[src/rtl/lsu_mem.sv]
// rtl/lsu_mem.sv - memory-access stage: dmem request/response handshake and load formatting.
// Optional misaligned-access trapping is enabled by defining LSU_MISALIGN_CHECK_EN.
module lsu_mem #(
    parameter int ADDR_W = 32,
    parameter int DATA_W = 32
) (
    input  logic              clk,
    input  logic              rst,
    input  logic [31:0]       I_inst_addr,
    input  logic              I_rd_we,
    input  logic [4:0]        I_rd_waddr,
    input  logic [31:0]       I_rd_wdata,
    input  logic [ADDR_W-1:0] I_memory_addr,
    input  logic [DATA_W-1:0] I_store_data,
    input  logic              I_ls_valid,
    input  logic [3:0]        I_ls_type,
    output logic [31:0]       O_inst_addr,
    output logic              O_rd_we,
    output logic [4:0]        O_rd_waddr,
    output logic [31:0]       O_rd_wdata,
    output logic              O_stallreq,
    output logic              O_except_misalign,
    output logic              O_dmem_req,
    output logic              O_dmem_we,
    output logic [ADDR_W-1:0] O_dmem_addr,
    output logic [DATA_W-1:0] O_dmem_wdata,
    output logic [3:0]        O_dmem_wstrb,
    input  logic              I_dmem_ready,
    input  logic              I_dmem_rvalid,
    input  logic [DATA_W-1:0] I_dmem_rdata
);

    typedef enum logic [1:0] {
        IDLE = 2'd0,
        REQ  = 2'd1,
        RESP = 2'd2,
        DONE = 2'd3
    } state_t;

    state_t state, state_nxt;

    logic [ADDR_W-1:0] addr_q;
    logic [1:0]        off_q;
    logic [3:0]        type_q;
    logic              we_q;
    logic [DATA_W-1:0] wdata_q;
    logic [3:0]        wstrb_q;
    logic [DATA_W-1:0] load_buf;

    logic [1:0]        off;
    logic              trap;
    logic              start;
    logic              capture;
    logic [3:0]        strb;
    logic [DATA_W-1:0] store_rep;
    logic [7:0]        sel_b;
    logic [15:0]       sel_h;
    logic [31:0]       load_fmt;

    assign off = I_memory_addr[1:0];

`ifdef LSU_MISALIGN_CHECK_EN
    always_comb begin
        trap = 1'b0;
        if (I_ls_valid && state == IDLE) begin
            case (I_ls_type[1:0])
                2'b01:   trap = off[0];
                2'b00:   trap = 1'b0;
                default: trap = (off != 2'b00);
            endcase
        end
    end
`else
    assign trap = 1'b0;
`endif

    assign O_except_misalign = trap;
    assign start = (state == IDLE) && I_ls_valid && !trap;

    // Half accesses use only off[1]; word accesses ignore the offset entirely.
    always_comb begin
        strb      = 4'b0000;
        store_rep = I_store_data;
        case (I_ls_type[1:0])
            2'b00: begin
                strb      = 4'b0001 << off;
                store_rep = {4{I_store_data[7:0]}};
            end
            2'b01: begin
                strb      = 4'b0011 << {off[1], 1'b0};
                store_rep = {2{I_store_data[15:0]}};
            end
            default: begin
                strb      = 4'b1111;
                store_rep = I_store_data;
            end
        endcase
        if (!I_ls_type[3]) strb = 4'b0000;
    end

    always_comb begin
        state_nxt = state;
        capture   = 1'b0;
        case (state)
            IDLE: if (start) state_nxt = REQ;
            REQ: begin
                if (I_dmem_ready) begin
                    if (we_q) begin
                        state_nxt = DONE;
                    end else if (I_dmem_rvalid) begin
                        capture   = 1'b1;
                        state_nxt = DONE;
                    end else begin
                        state_nxt = RESP;
                    end
                end
            end
            RESP: begin
                if (I_dmem_rvalid) begin
                    capture   = 1'b1;
                    state_nxt = DONE;
                end
            end
            default: state_nxt = IDLE;
        endcase
    end

    always_ff @(posedge clk or posedge rst) begin
        if (rst) begin
            state    <= IDLE;
            addr_q   <= '0;
            off_q    <= '0;
            type_q   <= '0;
            we_q     <= 1'b0;
            wdata_q  <= '0;
            wstrb_q  <= '0;
            load_buf <= '0;
        end else begin
            state <= state_nxt;
            if (start) begin
                addr_q  <= {I_memory_addr[ADDR_W-1:2], 2'b00};
                off_q   <= off;
                type_q  <= I_ls_type;
                we_q    <= I_ls_type[3];
                wdata_q <= store_rep;
                wstrb_q <= strb;
            end
            if (capture) load_buf <= I_dmem_rdata;
        end
    end

    always_comb begin
        sel_b = load_buf[7:0];
        case (off_q)
            2'b00: sel_b = load_buf[7:0];
            2'b01: sel_b = load_buf[15:8];
            2'b10: sel_b = load_buf[23:16];
            default: sel_b = load_buf[31:24];
        endcase
        sel_h = off_q[1] ? load_buf[31:16] : load_buf[15:0];
        case (type_q[1:0])
            2'b00:   load_fmt = {{24{sel_b[7] & ~type_q[2]}}, sel_b};
            2'b01:   load_fmt = {{16{sel_h[15] & ~type_q[2]}}, sel_h};
            default: load_fmt = load_buf;
        endcase
    end

    assign O_stallreq   = start || (state == REQ) || (state == RESP);
    assign O_dmem_req   = (state == REQ);
    assign O_dmem_we    = (state == REQ) && we_q;
    assign O_dmem_addr  = addr_q;
    assign O_dmem_wdata = wdata_q;
    assign O_dmem_wstrb = (state == REQ) ? wstrb_q : 4'b0000;

    assign O_inst_addr = I_inst_addr;
    assign O_rd_waddr  = I_rd_waddr;
    // A load's result only becomes visible in DONE, when the buffer holds the returned word.
    assign O_rd_wdata  = (state == DONE && !type_q[3]) ? load_fmt : I_rd_wdata;
    assign O_rd_we     = I_rd_we && !O_stallreq && !trap;

endmodule

[config.mk]
export PLATFORM = sky130hd
export DESIGN_NAME = lsu_mem
export DESIGN_NICKNAME = d
export VERILOG_FILES = /design/src/rtl/lsu_mem.sv
export SDC_FILE = /design/constraint.sdc
export NUM_CORES = 1
export LEC_CHECK = 0
export ABC_CLOCK_PERIOD_IN_PS = 4750
export BUFFER_PORTS_ARGS = -buffer_cell sky130_fd_sc_hd__buf_2
export CAP_MARGIN = 20
export CELL_PAD_IN_SITES_DETAIL_PLACEMENT = 0
export CELL_PAD_IN_SITES_GLOBAL_PLACEMENT = 1
export CORE_ASPECT_RATIO = 0.9
export CORE_MARGIN = 8
export CORE_UTILIZATION = 33
export DETAILED_ROUTE_END_ITERATION = 7
export MAX_ROUTING_LAYER = met4
export PLACE_DENSITY_LB_ADDON = 0.12
export SYNTH_ARGS = -nofsm -noshare
export SYNTH_HDL_FRONTEND = slang
export SYNTH_SLANG_ARGS = --single-unit
[constraint.sdc]
create_clock -name clk -period 4.75 [get_ports clk]
set_input_delay 0.95 -clock clk [delete_from_list [all_inputs] [get_ports clk]]
set_output_delay 0.95 -clock clk [all_outputs]
set_load 0.05 [all_outputs]
Word level (Yosys, flattened, before mapping)
Cells that the tools add are included.
{"block": "word_totals", "ff_bits": 107, "latchBits": 0, "ram_bits": 0, "romBits": 0, "output_inout_bits": 142, "word_cells": 54, "n_memories": 0}
{"block": "classes", "addsub": 0, "multipliers": 0, "n_div": 0, "order_cmp": 0, "eq_ne": 10, "shifts": 2, "mux": 18, "bitwise_logic": 3, "n_reduce_logical": 13}
{"cell": "32-bit one-hot mux with 2 select lines", "count": 2}
{"cell": "32-bit two-way mux", "count": 1}
{"cell": "8-bit one-hot mux with 3 select lines", "count": 1}
{"cell": "16-bit two-way mux", "count": 1}
{"cell": "2-bit by 1-bit == test with 1-bit output (second input constant)", "count": 4}
{"cell": "2-bit zero test", "count": 4}
{"cell": "4-bit two-way mux", "count": 2}
{"cell": "4-bit one-hot mux with 2 select lines", "count": 1}
{"cell": "2-bit == test (second input constant)", "count": 3}
{"cell": "2-bit two-way mux", "count": 3}
{"cell": "2-bit one-hot mux with 3 select lines", "count": 1}
{"cell": "1-bit two-way mux", "count": 5}
{"cell": "1-bit logical AND", "count": 4}
{"cell": "2-bit inequality test (second input constant)", "count": 2}
{"cell": "1-bit by 2-bit << shifter with 4-bit output (first input constant)", "count": 1}
{"cell": "2-bit by 2-bit << shifter with 4-bit output (first input constant)", "count": 1}
{"cell": "3-bit AND reduction", "count": 1}
{"cell": "1-bit AND", "count": 2}
{"cell": "1-bit zero test", "count": 2}
{"cell": "1-bit logical OR", "count": 2}
{"cell": "2-bit by 1-bit inequality test with 1-bit output (second input constant)", "count": 1}
{"cell": "1-bit one-hot mux with 2 select lines", "count": 1}
{"cell": "1-bit NOT", "count": 1}

Depth between registers and ports, before layout
{"block": "logic_depth", "depth_word": 6, "depth_mapped": 7}

Worst setup path after synthesis
No wires, ideal clock.
{"block": "synth_path", "path_type": "flip-flop to output port", "startpoint": "register state[0]", "endpoint": "output port O_rd_wdata[19]", "arrival_ps": 2453, "setup_slack_ps": 1347, "stages_incl_launch_ff": 6, "cell_sequence": "dfrtp_1 -> ha_1 -> nor2b_1 -> clkbuf_1 -> clkbuf_1 -> a221oi_1"}
{"block": "synth_between", "elab_chain_len": 3}
{"item": "start: declaration", "line_no": "40", "rtl": "state_t state, state_nxt;"}
{"item": "start signal: assignment", "line_no": "139", "rtl": "state <= state_nxt;"}
{"item": "2-bit == test", "line_no": "178", "rtl": "assign O_rd_wdata = (state == DONE && !type_q[3]) ? load_fmt : I_rd_wdata;"}
{"item": "1-bit logical AND", "line_no": "178"}
{"item": "32-bit two-way mux", "line_no": "178"}
{"item": "end: declaration", "line_no": "20", "rtl": "output logic [31:0] O_rd_wdata,"}
No other way between the ends.

Final worst setup path
{"block": "layout_path", "startpoint": "register type_q[1]", "endpoint": "output port O_rd_wdata[17]"}
{"block": "layout_between", "elab_chain_len": 3, "elab_cells_between_ends": 4, "classes_between": "eq/ne (1); mux (2); reduce/logical (1)"}
{"item": "start: declaration", "line_no": "44", "rtl": "logic [3:0] type_q;"}
{"item": "start signal: assignment", "line_no": "143", "rtl": "type_q <= I_ls_type;"}
{"item": "2-bit by 1-bit == test with 1-bit output / 2-bit zero test (equally long branches)", "line_no": "161", "rtl": "case (type_q[1:0])"}
{"item": "32-bit one-hot mux with 2 select lines (*)", "line_no": "161"}
{"item": "32-bit two-way mux (*)", "line_no": "178"}
Mark *: on every way between the ends. The rest lies on a longest branch, timed or not.

==> reports/results.tsv <==
stage	metric	value	unit
synthesis	yosysTopAreaCell	dfrtp_1	
placement	place_ws	1.28	ns
clock_tree	cts-buffers-inserted	9	
sta	skew	0.00939	ns
die	start_util	0.339	
sta	post-route-min-period	3.85	ns
pwr	cellPowerDensity	819	mW/mm2
setup_path	crit_fanout	21	
global_routing	grt_pass1_vias	5079	
global_routing	overflow	0	
sta	slew_viol_final	0	
routing	mean_routed_wirelength_per_cell	19.1	um
setup_path	critical_path_arrival	2.90	ns
synthesis	yosysWarningCount	0	
routing	drt_wl_total	18.5	mm
die	core	0.0169	mm2
global_routing	grt_antenna_before_repair	2	
layout	area_growth_syn_to_layout	24.8	%
synthesis	synth-async-reset-ratio	1.00	
clock_tree	cts_setup_buffers	0	
clock_tree	cts.reportedPaths.clkPinSlew	0.08	ns
layout	final_util	0.423	
pwr	p_clk_frac	0.127	
pwr	comb_power_share	0.577	
synthesis	synth.yosys.seq_area_share	0.462	
placement	place_congestion	0.840	
synthesis	post_synth_main_area_contributors	dfrtp_1, mux2_2, buf_4	
setup_path	critical_path_buf_inv_count	3	
pwr	power_leakage	3.48	nW
die	die_x	155	um
setup_path	criticalPathCategory	flip-flop to output pin	
sta	postLayoutSetupSlackWorst	0.896	ns
run_status	status	finished clean	
sta	whs	0.475	ns
global_routing	grt_first_pass_wirelength	28.8	mm
pwr	share_seq_of_total_power	0.296	
sta	final-hold-violation-count	0	
die	die_ht	141	um
synthesis	postSynth.topFlopCell	dfrtp_1	
sta	worst-slew-pin-transition	1.02	ns
clock_tree	hold_buffers	0	
setup_path	critical-path-slowest-cell	a311oi_4	
sta	grt_setup_unrepaired	false	
synthesis	synthesis.area	0.00575	mm2
synthesis	number_of_flops_mapped_to_enable_cells_by_yosys	0	
setup_path	max_stage_delay	0.98	ns
clock_tree	clock_tree.buffer_depth	2	
die	num_rows	45	
sta	fmax	0.259	GHz
sta	layout_worst_path_cycle_share	0.811	
flow_run	max_cap_violations	0	
setup_path	worstPathCellList	buf_4 -> inv_1 -> a311oi_4 -> a221oi_1 -> buf_2	
pwr	sw_frac_of_total	0.534	
synthesis	synth_top_area_share	0.462	
pwr	maximum_resistive_drop_on_vdd	0.394	mV
routing	detail-route-antenna-nets	0	
clock_tree	post_cts_resized	0	
routing	detail_route.first_pass.iterations	5	
sta	relSlewSlack	0.320	
layout	final_layout_size_suffix_gt1_frac	0.497	
synthesis	synthCells	542	
clock_tree	worstSkewPairLatency	0.35	ns
synthesis	postSynthRegisterBits	106	
worst_hold_path	hold_wc_path_type	flip-flop to flip-flop	
clock_tree	clk_root_buffer_cell	clkbuf_16	
pwr	intPower	2.74	mW
clock_tree	cts_tree	yes	
setup_path	critical_path.endpoint_type	output pin	
setup_path	timing.critical_path.max_delay_family	compound AO/OA/AOI/OAI gates	
global_routing	grt.total_usage	0.173	
sta	final_setup_violating_endpoints	0	
setup_path	critPathLaunchType	flip-flop	
routing	drt_iter0_drc	165	
synthesis	synth_cell_type_count	37	
routing	detail_route.vias_per_cell	4.91	
synthesis	avgSynthCellArea	10.6	um2
placement	detailedPlacementHpwl	14.2	mm
die	io-pin-count	317	
pwr	netsw	3.14	mW
sta	timing.setup.tns	0	ns
clock_tree	cts.htree.levels	3	
clock_tree	clkSinkCount	106	
global_routing	grt_start_max_net_pins	97	
routing	number_of_vias_after_detailed_routing	4741	
layout	design.final.nets	904	
routing	post-route-drc-count	0	
die	fp.dieArea	0.0219	mm2
placement	io_buffers	239	
setup_path	cp.required	3.80	ns
layout	fill_cells	1707	
-- cell type report --
| type | instances | area, um2 | share of cell area |
|---|---|---|---|
| tap | 235 | 294 | 0.0410 |
| sequential | 106 | 2650 | 0.370 |
| clock inverter | 6 | 56.3 | 0.00785 |
| clock buffer | 10 | 239 | 0.0333 |
| timing repair buffer | 245 | 1260 | 0.176 |
| inverter | 10 | 40.0 | 0.00558 |
| multi-input combinational | 352 | 2630 | 0.366 |
| antenna | 2 | 5.00 | 0.000698 |
-- cell usage in the layout (no fill, tap or decap), drive strengths merged, types with 7 or more instances in the layout --
cell type  netlist  final
a21oi           21     21
nand2           60     60
dfrtp          106    106
buf             53    245
inv             10     13
mux2i           26     26
nor2            37     37
clkbuf          23     10
mux2            83     83
a311oi           7      7
o21ai           53     53
a221oi          22     22
-- layer usage --
layer	part of all wire	vias to the layer above	wire, um	GRT usage
met1	0.43	2271	8020	0.205
met2	0.46	181	8440	0.265
met4	0.014	0	253	0.0505
met3	0.095	31	1760	0.0721
met5	0	-	0	-
li1	-	2258	-	-
-- cells in the mapped netlist, types with 2 or more instances --
| library cell | count |
|---|---|
| a211oi_1 | 2 |
| a211oi_2 | 3 |
| a21o_1 | 3 |
| a21oi_1 | 21 |
| a221oi_1 | 15 |
| a221oi_2 | 7 |
| a311oi_1 | 6 |
| and2_1 | 6 |
| buf_2 | 11 |
| buf_4 | 40 |
| clkbuf_1 | 23 |
| dfrtp_1 | 106 |
| ha_1 | 5 |
| inv_1 | 10 |
| mux2_2 | 82 |
| mux2i_1 | 26 |
| nand2_1 | 60 |
| nand2b_1 | 2 |
| nor2_1 | 36 |
| nor2b_1 | 3 |
| o21ai_0 | 53 |
| o221ai_1 | 6 |
| o31ai_1 | 2 |
-- registers in the layout (all words and copies together) (netlist names) --
signal and count:
load_buf 32, O_dmem_wdata 32, off_q 2, O_dmem_addr 30, type_q 4, wstrb_q 4, state 2
-- worst register-to-register path, stage by stage (launching register included) --
cell and delay (ns):
dfrtp_1 0.39, inv_1 0.09, ha_1 0.25, nand2_4 0.13, buf_4 0.76, mux2_2 0.49
-- path summary, 6_finish.rpt --
| path | from | end | slack [ns] | cells after the start |
|---|---|---|---|---|
| max in group asynchronous | rst | load_buf[26]$_DFFE_PP0P_ | 3.57 | 3 |
| hold reg to reg | O_dmem_wdata[30]$_DFFE_PP0P_ | O_dmem_wdata[30]$_DFFE_PP0P_ | 0.48 | 2 |
| min in group asynchronous | rst | O_dmem_addr[14]$_DFFE_PP0P_ | 0.51 | 2 |
| setup reg to reg | state[0]$_DFFE_PP0P_ | O_dmem_addr[2]$_DFFE_PP0P_ | 2.53 | 5 |
| hold / removal | O_dmem_wdata[30]$_DFFE_PP0P_ | O_dmem_wdata[30]$_DFFE_PP0P_ | 0.48 | 2 |
| setup / recovery | type_q[1]$_DFFE_PP0P_ | O_rd_wdata[17] | 0.90 | 5 |
-- power by group through the flow --
stage,sequential [mW],combinational (mW),clock (mW)
floorplan,2.54,1.83,0
global placement,1.73,3.39,0
detailed placement,1.75,3.41,0
CTS,1.74,3.42,0.777
global route,1.81,3.61,0.809
finish,1.74,3.39,0.748
-- cell families (layout without fill, tap and decap cells) --
logic type                 count (synthesis)  count (layout)  synth area share
muxes                                    109             109             0.209
AOI/OAI and AO/OA                        123             123             0.152
buffers and inverters                     86             271            0.0860
and+or+nand+nor                          112             112            0.0808
DFF                                      106             106             0.462
other                                      1               5          0.000653
adders and majority gates                  5               5            0.0109
-- stage by stage --
stage / std cells / cell area (um2) / power (mW)
finish: 966 / 7170 / 5.87
global route: 966 / 7170 / 6.23
CTS: 963 / 7140 / 5.93
detailed placement: 947 / 6850 / 5.16
global placement: 947 / 6850 / 5.12
floorplan: 544 / 5750 / 4.37
Note: power is estimated with default switching activity, not from simulation.
